[config.mk]
export PLATFORM = sky130hd
export DESIGN_NAME = jtcps_busarb
export DESIGN_NICKNAME = d
export VERILOG_FILES = /design/src/rtl/jtcps_busarb.sv
export SDC_FILE = /design/constraint.sdc
export NUM_CORES = 1
export LEC_CHECK = 0
export CORE_MARGIN = 3
export CORE_UTILIZATION = 59
export DETAILED_ROUTE_END_ITERATION = 8
export PLACE_DENSITY_LB_ADDON = 0.2
export SYNTH_ARGS = -nofsm -noshare
export SYNTH_HDL_FRONTEND = slang
export SYNTH_SLANG_ARGS = --single-unit
[constraint.sdc]
create_clock -name clk -period 2.75 [get_ports clk]
set_clock_uncertainty 0.05 [all_clocks]
set_input_delay 0.55 -clock clk [delete_from_list [all_inputs] [get_ports clk]]
set_output_delay 0.55 -clock clk [all_outputs]
set_load 0.005 [all_outputs]
[src/rtl/jtcps_busarb.sv]
// jtcps_busarb: round-robin bus arbiter for the CPS DMA/video requesters.
// Requests bus ownership from the main 68000 through busreq/busack, or skips
// that handshake in turbo mode. Grants one requester at a time and inserts a
// gnt=0 gap cycle between owners. A watchdog flags a CPU that never acks.
module jtcps_busarb #(
  parameter int CH = 2,   // number of DMA requesters (1..8)
  parameter int TW = 10   // watchdog width; times out after 2^TW-1 REQ cycles
) (
  input  logic          clk,
  input  logic          rst,
  input  logic          turbo,
  input  logic [CH-1:0] req,
  output logic [CH-1:0] gnt,
  output logic          cpu_busreq,
  input  logic          cpu_busack,
  output logic          busy,
  output logic          timeout_err
);

  localparam int LW = (CH > 1) ? $clog2(CH) : 1;

  localparam logic [2:0] IDLE    = 3'd0;
  localparam logic [2:0] REQ     = 3'd1;
  localparam logic [2:0] GRANT   = 3'd2;
  localparam logic [2:0] GAP     = 3'd3;
  localparam logic [2:0] RELEASE = 3'd4;

  // wdog counts completed REQ cycles; when it sits at 2^TW-2 the current
  // cycle is the (2^TW-1)-th one without an ack, so the timeout fires here.
  localparam logic [TW-1:0] WD_LAST = {{(TW-1){1'b1}}, 1'b0};

  logic [2:0]    state_reg,  state_next;
  logic [LW-1:0] last_reg,   last_next;
  logic          tmode_reg,  tmode_next;
  logic [TW-1:0] wdog_reg,   wdog_next;
  logic [CH-1:0] gnt_reg,    gnt_next;
  logic          busreq_reg, busreq_next;
  logic          busy_reg,   busy_next;
  logic          terr_reg,   terr_next;

  logic          win_found;
  logic [LW-1:0] win_idx;
  logic [CH-1:0] win_onehot;

  // Round-robin search: first set request starting at last+1, wrapping.
  // Offsets are scanned from the farthest down to 1 so the nearest wins.
  always_comb begin
    int idx;
    win_found = 1'b0;
    win_idx   = '0;
    idx       = 0;
    for (int i = CH; i >= 1; i--) begin
      idx = int'(last_reg) + i;
      if (idx >= CH) idx = idx - CH;
      if (req[LW'(idx)]) begin
        win_found = 1'b1;
        win_idx   = LW'(idx);
      end
    end
  end

  // One-hot decode of the winning index.
  generate
    for (genvar gi = 0; gi < CH; gi++) begin : g_onehot
      assign win_onehot[gi] = (win_idx == LW'(gi));
    end
  endgenerate

  // Next-state and next-output logic for the arbitration FSM.
  always_comb begin
    state_next  = state_reg;
    last_next   = last_reg;
    tmode_next  = tmode_reg;
    wdog_next   = wdog_reg;
    gnt_next    = gnt_reg;
    busreq_next = busreq_reg;
    terr_next   = terr_reg;
    case (state_reg)
      IDLE: begin
        if (|req) begin
          if (turbo) begin
            tmode_next = 1'b1;
            state_next = GAP;
          end else begin
            tmode_next  = 1'b0;
            busreq_next = 1'b1;
            state_next  = REQ;
          end
        end
      end
      REQ: begin
        if (cpu_busack) begin
          wdog_next  = '0;
          state_next = GAP;
        end else if (wdog_reg == WD_LAST) begin
          terr_next   = 1'b1;
          busreq_next = 1'b0;
          wdog_next   = '0;
          state_next  = RELEASE;
        end else begin
          wdog_next = wdog_reg + 1'b1;
        end
      end
      GAP: begin
        gnt_next = '0;
        if (win_found) begin
          gnt_next   = win_onehot;
          last_next  = win_idx;
          state_next = GRANT;
        end else if (tmode_reg) begin
          state_next = IDLE;
        end else begin
          busreq_next = 1'b0;
          state_next  = RELEASE;
        end
      end
      GRANT: begin
        // The current owner keeps the bus until it drops its own request.
        if (!req[last_reg]) begin
          gnt_next   = '0;
          state_next = GAP;
        end
      end
      RELEASE: begin
        busreq_next = 1'b0;
        if (!cpu_busack) state_next = IDLE;
      end
      default: begin
        gnt_next    = '0;
        busreq_next = 1'b0;
        state_next  = IDLE;
      end
    endcase
    busy_next = (state_next != IDLE);
  end

  // State and registered outputs; reset returns everything to IDLE.
  always_ff @(posedge clk) begin
    if (rst) begin
      state_reg  <= IDLE;
      last_reg   <= LW'(CH - 1);
      tmode_reg  <= 1'b0;
      wdog_reg   <= '0;
      gnt_reg    <= '0;
      busreq_reg <= 1'b0;
      busy_reg   <= 1'b0;
      terr_reg   <= 1'b0;
    end else begin
      state_reg  <= state_next;
      last_reg   <= last_next;
      tmode_reg  <= tmode_next;
      wdog_reg   <= wdog_next;
      gnt_reg    <= gnt_next;
      busreq_reg <= busreq_next;
      busy_reg   <= busy_next;
      terr_reg   <= terr_next;
    end
  end

  assign gnt         = gnt_reg;
  assign cpu_busreq  = busreq_reg;
  assign busy        = busy_reg;
  assign timeout_err = terr_reg;

endmodule

== Yosys cells after proc, flatten, opt, wreduce, memory -nomap -nowiden ==
Cells that the tools add are included.

* Register bits after elaboration: 20
* Bits in latches: 0
* Memory bits (writable): 0
* Bits in read-only memories: 0
* Input port bits: 6
* Output and inout bits: 5
* Logic and storage cells: 77
* Memories kept: 0

* $add $sub $neg: 5
* $mul: 0
* Div/mod/pow operators: 0
* Order comparisons: 5
* Equal/unequal tests: 12
* Shift operators: 0
* Muxes and demuxes: 34
* Bitwise gates (word level): 4
* Reduce and logical (&&, ||, !) cells: 9

{| class="wikitable"
|+ Operators with widths
! operator !! number
|-
| two-way mux 3 bit || 7
|-
| two-way mux 10 bit || 2
|-
| two-way mux 1 bit || 19
|-
| one-hot mux 3 bit (5 select lines) || 1
|-
| != test 2 bit, second input constant || 7
|-
| adder 10 x 1 -> 10 bit, second input constant || 1
|-
| == test 10 bit, second input constant || 1
|-
| AND reduction 7 bit || 1
|-
| == test 3 x 2 -> 1 bit, second input constant || 2
|-
| less-than comparator 1 x 3 -> 1 bit, second input constant || 2
|-
| two-way mux 2 bit || 3
|-
| one-hot mux 2 bit (3 select lines) || 1
|-
| AND reduction 2 bit || 3
|-
| inverter 1 bit || 4
|-
| one-hot mux 1 bit (4 select lines) || 1
|-
| adder 1 x 2 -> 3 bit, second input constant || 1
|-
| == test 3 x 1 -> 1 bit, second input constant || 1
|-
| == test 3 bit, second input constant || 1
|-
| >= comparator 3 x 2 -> 1 bit, second input constant || 1
|-
| zero test 3 bit || 1
|-
| AND reduction 3 bit || 1
|-
| nonzero test 3 bit || 1
|-
| OR reduction 3 bit || 1
|-
| adder 1 x 1 -> 2 bit, second input constant || 1
|-
| 4 further kinds || 5
|}

== Longest topological paths before layout ==
Gate-level depths: netlist of the first run.

* Word-level depth: 11
* Depth in mapped cells: 7
* Gate-level depth less buffers: 6

== Worst setup path after synthesis of the first run ==
Ideal clock, no wire load.

* Kind: input to register
* Start: in cpu_busack
* End: reg wdog_reg[5]
* Setup time: 0.058 ns
* Data arrival time: 1.885 ns
* Data required time: 2.642 ns
* Path slack: 0.758 ns
* Stages on the path: 5
* Path buffers: 1
* Cell sequence: buf_6 or4b_4 a311oi_4 a21boi_1 a21o_1

* Cells in the longest elaborated chain, start to end: 1

{| class="wikitable"
|+ RTL lines
! what !! RTL line !! text
|-
| from (decl) || 15 || <nowiki>input logic cpu_busack,</nowiki>
|-
| two-way mux 10 bit || 92 || <nowiki>if (cpu_busack) begin</nowiki>
|-
| to (signal assigned) || 152 || <nowiki>wdog_reg <= wdog_next;</nowiki>
|-
| to (decl) || 35 || <nowiki>logic [TW-1:0] wdog_reg, wdog_next;</nowiki>
|}

Every way passes these cells.
A chain may end at the register's enable or synchronous reset.

== Worst setup path after layout of the first run ==
* Start: in cpu_busack
* End: reg wdog_reg[6]

The elaborated chain is that of the path after synthesis.

==> results of run 1 <==
[cell families (layout without fill, tap and decap cells)]
logic type / Yosys count / in the layout / synth area share
AND/OR/NAND/NOR: 54 / 54 / 0.2734
AO/OA/AOI/OAI: 36 / 36 / 0.2369
flip-flops: 20 / 20 / 0.3645
buffers and inverters: 15 / 21 / 0.05809
multiplexers: 3 / 3 / 0.02847
adder cells (fa/ha/maj): 2 / 2 / 0.02278
XOR/XNOR: 2 / 2 / 0.01595
[metal layers]
metal,GRT usage,up-vias,share of wire
met1,0.2903,453,0.50
li1,-,502,-
met2,0.2969,19,0.44
met4,0.1137,0,0.021
met3,0.04587,4,0.042
met5,0,-,0
[where the power goes]
group / switching (mW) / leakage, nW / internal [mW] / total, mW
clock: 0.0962 / 0.0210 / 0.0810 / 0.177
combinational: 0.0845 / 0.273 / 0.0860 / 0.170
sequential: 0.0363 / 0.163 / 0.314 / 0.350
[synth_stat cells, types with 2 or more instances]
library cell  number
nand3_1            6
dfxtp_1           20
or3b_2             2
ha_1               2
mux2i_1            2
or3_1              2
a21o_1             3
and4_1             4
o41ai_1            2
o211ai_1           2
nand2_1           12
nand4_1            2
clkbuf_1           7
a22o_1             2
nor3_1             6
nor3b_1            2
inv_1              6
xor2_1             2
nor4b_1            2
nor2_1            10
a21oi_1           14
o21a_1             2
[worst max path at each step]
stage / end / startpoint / slack, ps
finish: wdog_reg[6]$_SDFFE_PP0N_ / cpu_busack / 610
global route: wdog_reg[2]$_SDFFE_PP0N_ / cpu_busack / 540
CTS: wdog_reg[6]$_SDFFE_PP0N_ / cpu_busack / 620
detailed placement: wdog_reg[6]$_SDFFE_PP0N_ / cpu_busack / 290
global placement: wdog_reg[5]$_SDFFE_PP0N_ / cpu_busack / 360
floorplan: wdog_reg[5]$_SDFFE_PP0N_ / cpu_busack / 760
[worst max-delay path: stages]
cell	delay [ps]
clkdlybuf4s50_1	420
or4b_4	580
a311oi_4	490
o21ai_1	120
a31oi_1	180
[cell type report]
| cell class | instances | area [µm²] |
|---|---|---|
| multi-input combinational | 97 | 634.4 |
| sequential | 20 | 400.4 |
| fill | 146 | 397.9 |
| timing repair buffer | 11 | 107.6 |
| clock buffer | 4 | 36.28 |
| tap | 24 | 30.03 |
| inverter | 6 | 22.52 |
==> results.py, run 1 <==
metrics = {
    "clock_network": {
        "root_buffer": "clkbuf_4",
        "holdBufCountCts": 0,
        "h-tree-depth": 1,
        "ctsLongestPathBuffers": 2,
        "post_cts_buffers": 0,
        "numCtsBuffers": 3,
        "clkSinkCount": 20,
        "cts_resized": 0,
        "clk_latency_ps": 310,
        "cts_tree": "done",
        "cts.clk_slew.worst_paths_ps": 120,
    },
    "timing": {
        "min_period_over_period": 0.7788,
        "rsz0062_at_grt": "no",
        "timing.final.ws_setup_ps": 608.4,
        "holdWs_ps": 416.8,
        "slew_headroom": 0.5917,
        "timing.fmax_mhz": 466.9,
        "hold_viol": 0,
        "fin_setup_tns_ps": 0,
        "worst_pin_slew_ps": 604.0,
        "setup_viol": 0,
        "slew_violations": 0,
        "fin_crit_ps": 2142,
    },
    "synth": {
        "synth_seq_cells": 20,
        "syn_nets": 140,
        "yosysTopAreaCell": "dfxtp_1",
        "synth_area_leaders": "dfxtp_1 (36%), a21oi_1 (6.4%), nand2_1 (4.1%), nor2_1 (3.4%), and4_1 (3.2%)",
        "synthArstFlopShare": 0,
        "synth-main-ff-cell": "dfxtp_1",
        "synth.avg_cell_area_um2": 8.322,
        "synth_edf_count": 0,
        "yosysUniqueCellTypes": 42,
        "yosysSeqAreaShare": 0.3645,
        "synth_top_area_share": 0.3645,
        "syn-cell-area_mm2": 0.001099,
        "synthCells": 132,
        "ys_warn_count": 0,
    },
    "pwr": {
        "p_total_mw": 0.6978,
        "power_leakage_nw": 0.4562,
        "powerDensity_mw_per_mm2": 566.7,
        "vdd_ir_drop_max_mv": 0.4566,
    },
    "floorplan": {
        "core_mm2": 0.001629,
        "die_w_um": 49.15,
        "die_y_um": 49.15,
        "ioPinCount": 11,
        "rows": 14,
        "die_area_mm2": 0.002416,
        "start_util": 0.6743,
    },
    "layout": {
        "final_cell_mix": "dfxtp_1 (20), a21oi_1 (14), nand2_1 (12)",
        "nNetsFinal": 147,
        "drive_gt1_frac": 0.08696,
        "area_delta_synth_final_pct": 12.07,
        "largest_reg_flops": 10,
        "fin_cells": 162,
        "post-route-util": 0.7558,
        "diodes": 0,
        "design_area_mm2": 0.001231,
        "layout_commonest_cell": "dfxtp_1",
    },
    "route": {
        "routedWlPerCell_um": 14.03,
        "drtAntennaViolNets": 0,
        "drc": 0,
        "vias_per_cell": 6.037,
        "drt_iter0_drc": 23,
        "first_pass_iters": 4,
        "via_count": 978,
        "routed_wl_um": 2273,
    },
    "worst_hold_path": {
        "hold_depth": 2,
        "min_from": "gnt[0]$_SDFFE_PP0P_",
        "hold_class": "reg -> reg",
        "min_to": "gnt[0]$_SDFFE_PP0P_",
    },
    "setup_path": {
        "r2r_start": "state_reg[0]$_SDFF_PP0_",
        "worst_r2r_path_depth": 4,
        "cp_max_fo": 9,
        "reg2reg_slack_ps": 740,
        "r2r-end": "wdog_reg[6]$_SDFFE_PP0N_",
        "endpoint_kind": "register",
        "critPathArrivalTime_ps": 2340,
        "worstSetupPathType": "in -> reg",
        "start_kind": "input port",
        "critPathRequiredTime_ps": 2950,
    },
    "placed_design": {
        "placed_cell_area_mm2": 0.001195,
        "port_buffers": 10,
        "dp_cells": 158,
        "place_hpwl_um": 1645,
        "post-place-ws_ps": 285.8,
        "gp_congestion": 0.8771,
    },
    "global_routing": {
        "grt_use_total": 0.2093,
        "grt_overflow": 0,
        "grt_pass1_wl_um": 3926,
        "grt_max_degree": 15,
        "first_global_vias": 865,
        "antenna_found_initial": 0,
    },
    "run_status": {
        "status": "complete, no violations",
    },
    "run": {
        "maxCapViolCount": 0,
    },
}
Power figures use the tool's default switching activity.
==> run 2, diff against run 1 <==
Settings changed: CORE_UTILIZATION 59 to 49.
Clock period 2.75 ns to 1.9 ns, I/O delays scaled along.
==> results.py, run 2 (synthesis gave the netlist of run 1 again) <==
metrics = {
    "route": {
        "routed_wl_um": 2526,
        "drtAntennaViolNets": 0,
        "vias_per_cell": 5.933,
        "drt_iter0_drc": 19,
        "routedWlPerCell_um": 14.03,
        "first_pass_iters": 4,
        "via_count": 1068,
        "drc": 0,
    },
    "floorplan": {
        "rows": 16,
        "core_mm2": 0.002042,
        "die_w_um": 53.35,
        "start_util": 0.5380,
        "die_area_mm2": 0.002846,
        "die_y_um": 53.35,
        "ioPinCount": 11,
    },
    "clock_network": {
        "cts_tree": "done",
        "cts.clk_slew.worst_paths_ps": 120,
        "numCtsBuffers": 3,
        "ctsLongestPathBuffers": 2,
        "root_buffer": "clkbuf_4",
        "clk_latency_ps": 310,
        "h-tree-depth": 1,
        "clkSinkCount": 20,
    },
    "placed_design": {
        "gp_congestion": 0.8632,
        "place_hpwl_um": 1814,
        "dp_cells": 174,
        "port_buffers": 10,
    },
    "worst_hold_path": {
        "hold_class": "reg -> reg",
    },
    "setup_path": {
        "critPathArrivalTime_ps": 2040,
        "endpoint_kind": "register",
        "critPathRequiredTime_ps": 2120,
        "worstSetupPathType": "in -> reg",
        "cp_max_fo": 4,
        "start_kind": "input port",
    },
    "timing": {
        "min_period_over_period": 0.9605,
        "slew_violations": 0,
        "hold_viol": 0,
        "fin_setup_tns_ps": 0,
        "rsz0062_at_grt": "no",
        "slew_headroom": 0.7065,
        "setup_viol": 0,
        "fin_crit_ps": 1825,
        "worst_pin_slew_ps": 434.2,
        "timing.fmax_mhz": 548.0,
    },
    "global_routing": {
        "grt_overflow": 0,
        "grt_use_total": 0.2126,
        "grt_pass1_wl_um": 4485,
        "antenna_found_initial": 0,
        "grt_max_degree": 14,
        "first_global_vias": 1038,
    },
    "layout": {
        "final_cell_mix": "dfxtp_1 (20), a21oi_1 (14), buf_4 (14)",
        "nNetsFinal": 162,
        "post-route-util": 0.6605,
        "largest_reg_flops": 10,
        "num-fill-cells": 178,
        "layout_commonest_cell": "dfxtp_1",
        "drive_gt1_frac": 0.1765,
        "fin_cells": 180,
        "diodes": 0,
        "area_delta_synth_final_pct": 22.78,
    },
    "run_status": {
        "status": "complete, no violations",
    },
    "pwr": {
        "power_leakage_nw": 0.5339,
        "powerDensity_mw_per_mm2": 797.4,
        "vdd_ir_drop_max_mv": 0.7466,
        "p_total_mw": 1.076,
    },
    "run": {
        "maxCapViolCount": 0,
    },
}
run 2: layout make-up:
type | instances | area [µm²] | share of cell area
multi-input cells | 97 | 634.4 | 0.4703
flip-flops and latches | 20 | 400.4 | 0.2968
repair buffers | 26 | 221.5 | 0.1642
well taps | 27 | 33.78 | 0.02505
clock buffers | 4 | 36.28 | 0.02690
inverters | 6 | 22.52 | 0.01670
run 2: what timing repair did:
action / 4_1_cts / 5_1_grt
buffers inserted: 0 / 1
endpoints found under the setup margin: 0 / 3
hold buffers: 0 / 0
gates resized for setup: 0 / 1
run 2: through the flow:
stage	setup slack [ps]	hold WS, ps	instance area (µm²)
after floorplan	77.76	402.7	1099
after global placement	-258.4	392.8	1296
after detailed placement	-289.1	412.4	1296
after CTS	38.67	438.1	1333
after global routing	12.90	464.2	1349
final	75.13	433.1	1349
run 2: layer usage:
metal,share of wire,global-route usage
met5,0,0
met4,0.017,0.08936
met1,0.47,0.2678
met2,0.47,0.3469
met3,0.045,0.04225
run 2: critical path, stage by stage:
cell	delay (ps)
clkdlybuf4s50_1	430
or4b_4	570
a311oi_4	250
buf_2	200
a21o_1	110
a22o_2	110
run 2: final timing paths:
path | from | endpoint | slack [ps] | depth (start not counted)
worst min-delay path | gnt[0]$_SDFFE_PP0P_ | gnt[0]$_SDFFE_PP0P_ | 430 | 2
worst max-delay path | cpu_busack | wdog_reg[4]$_SDFFE_PP0N_ | 80 | 6
worst max register to register | wdog_reg[0]$_SDFFE_PP0N_ | busy$_SDFF_PP0_ | 140 | 6
worst min register to register | gnt[0]$_SDFFE_PP0P_ | gnt[0]$_SDFFE_PP0P_ | 430 | 2
run 2: power breakdown:
group	switching, mW	internal, mW
logic	0.175	0.171
clock network	0.141	0.117
registers	0.0174	0.454
total	0.333	0.743
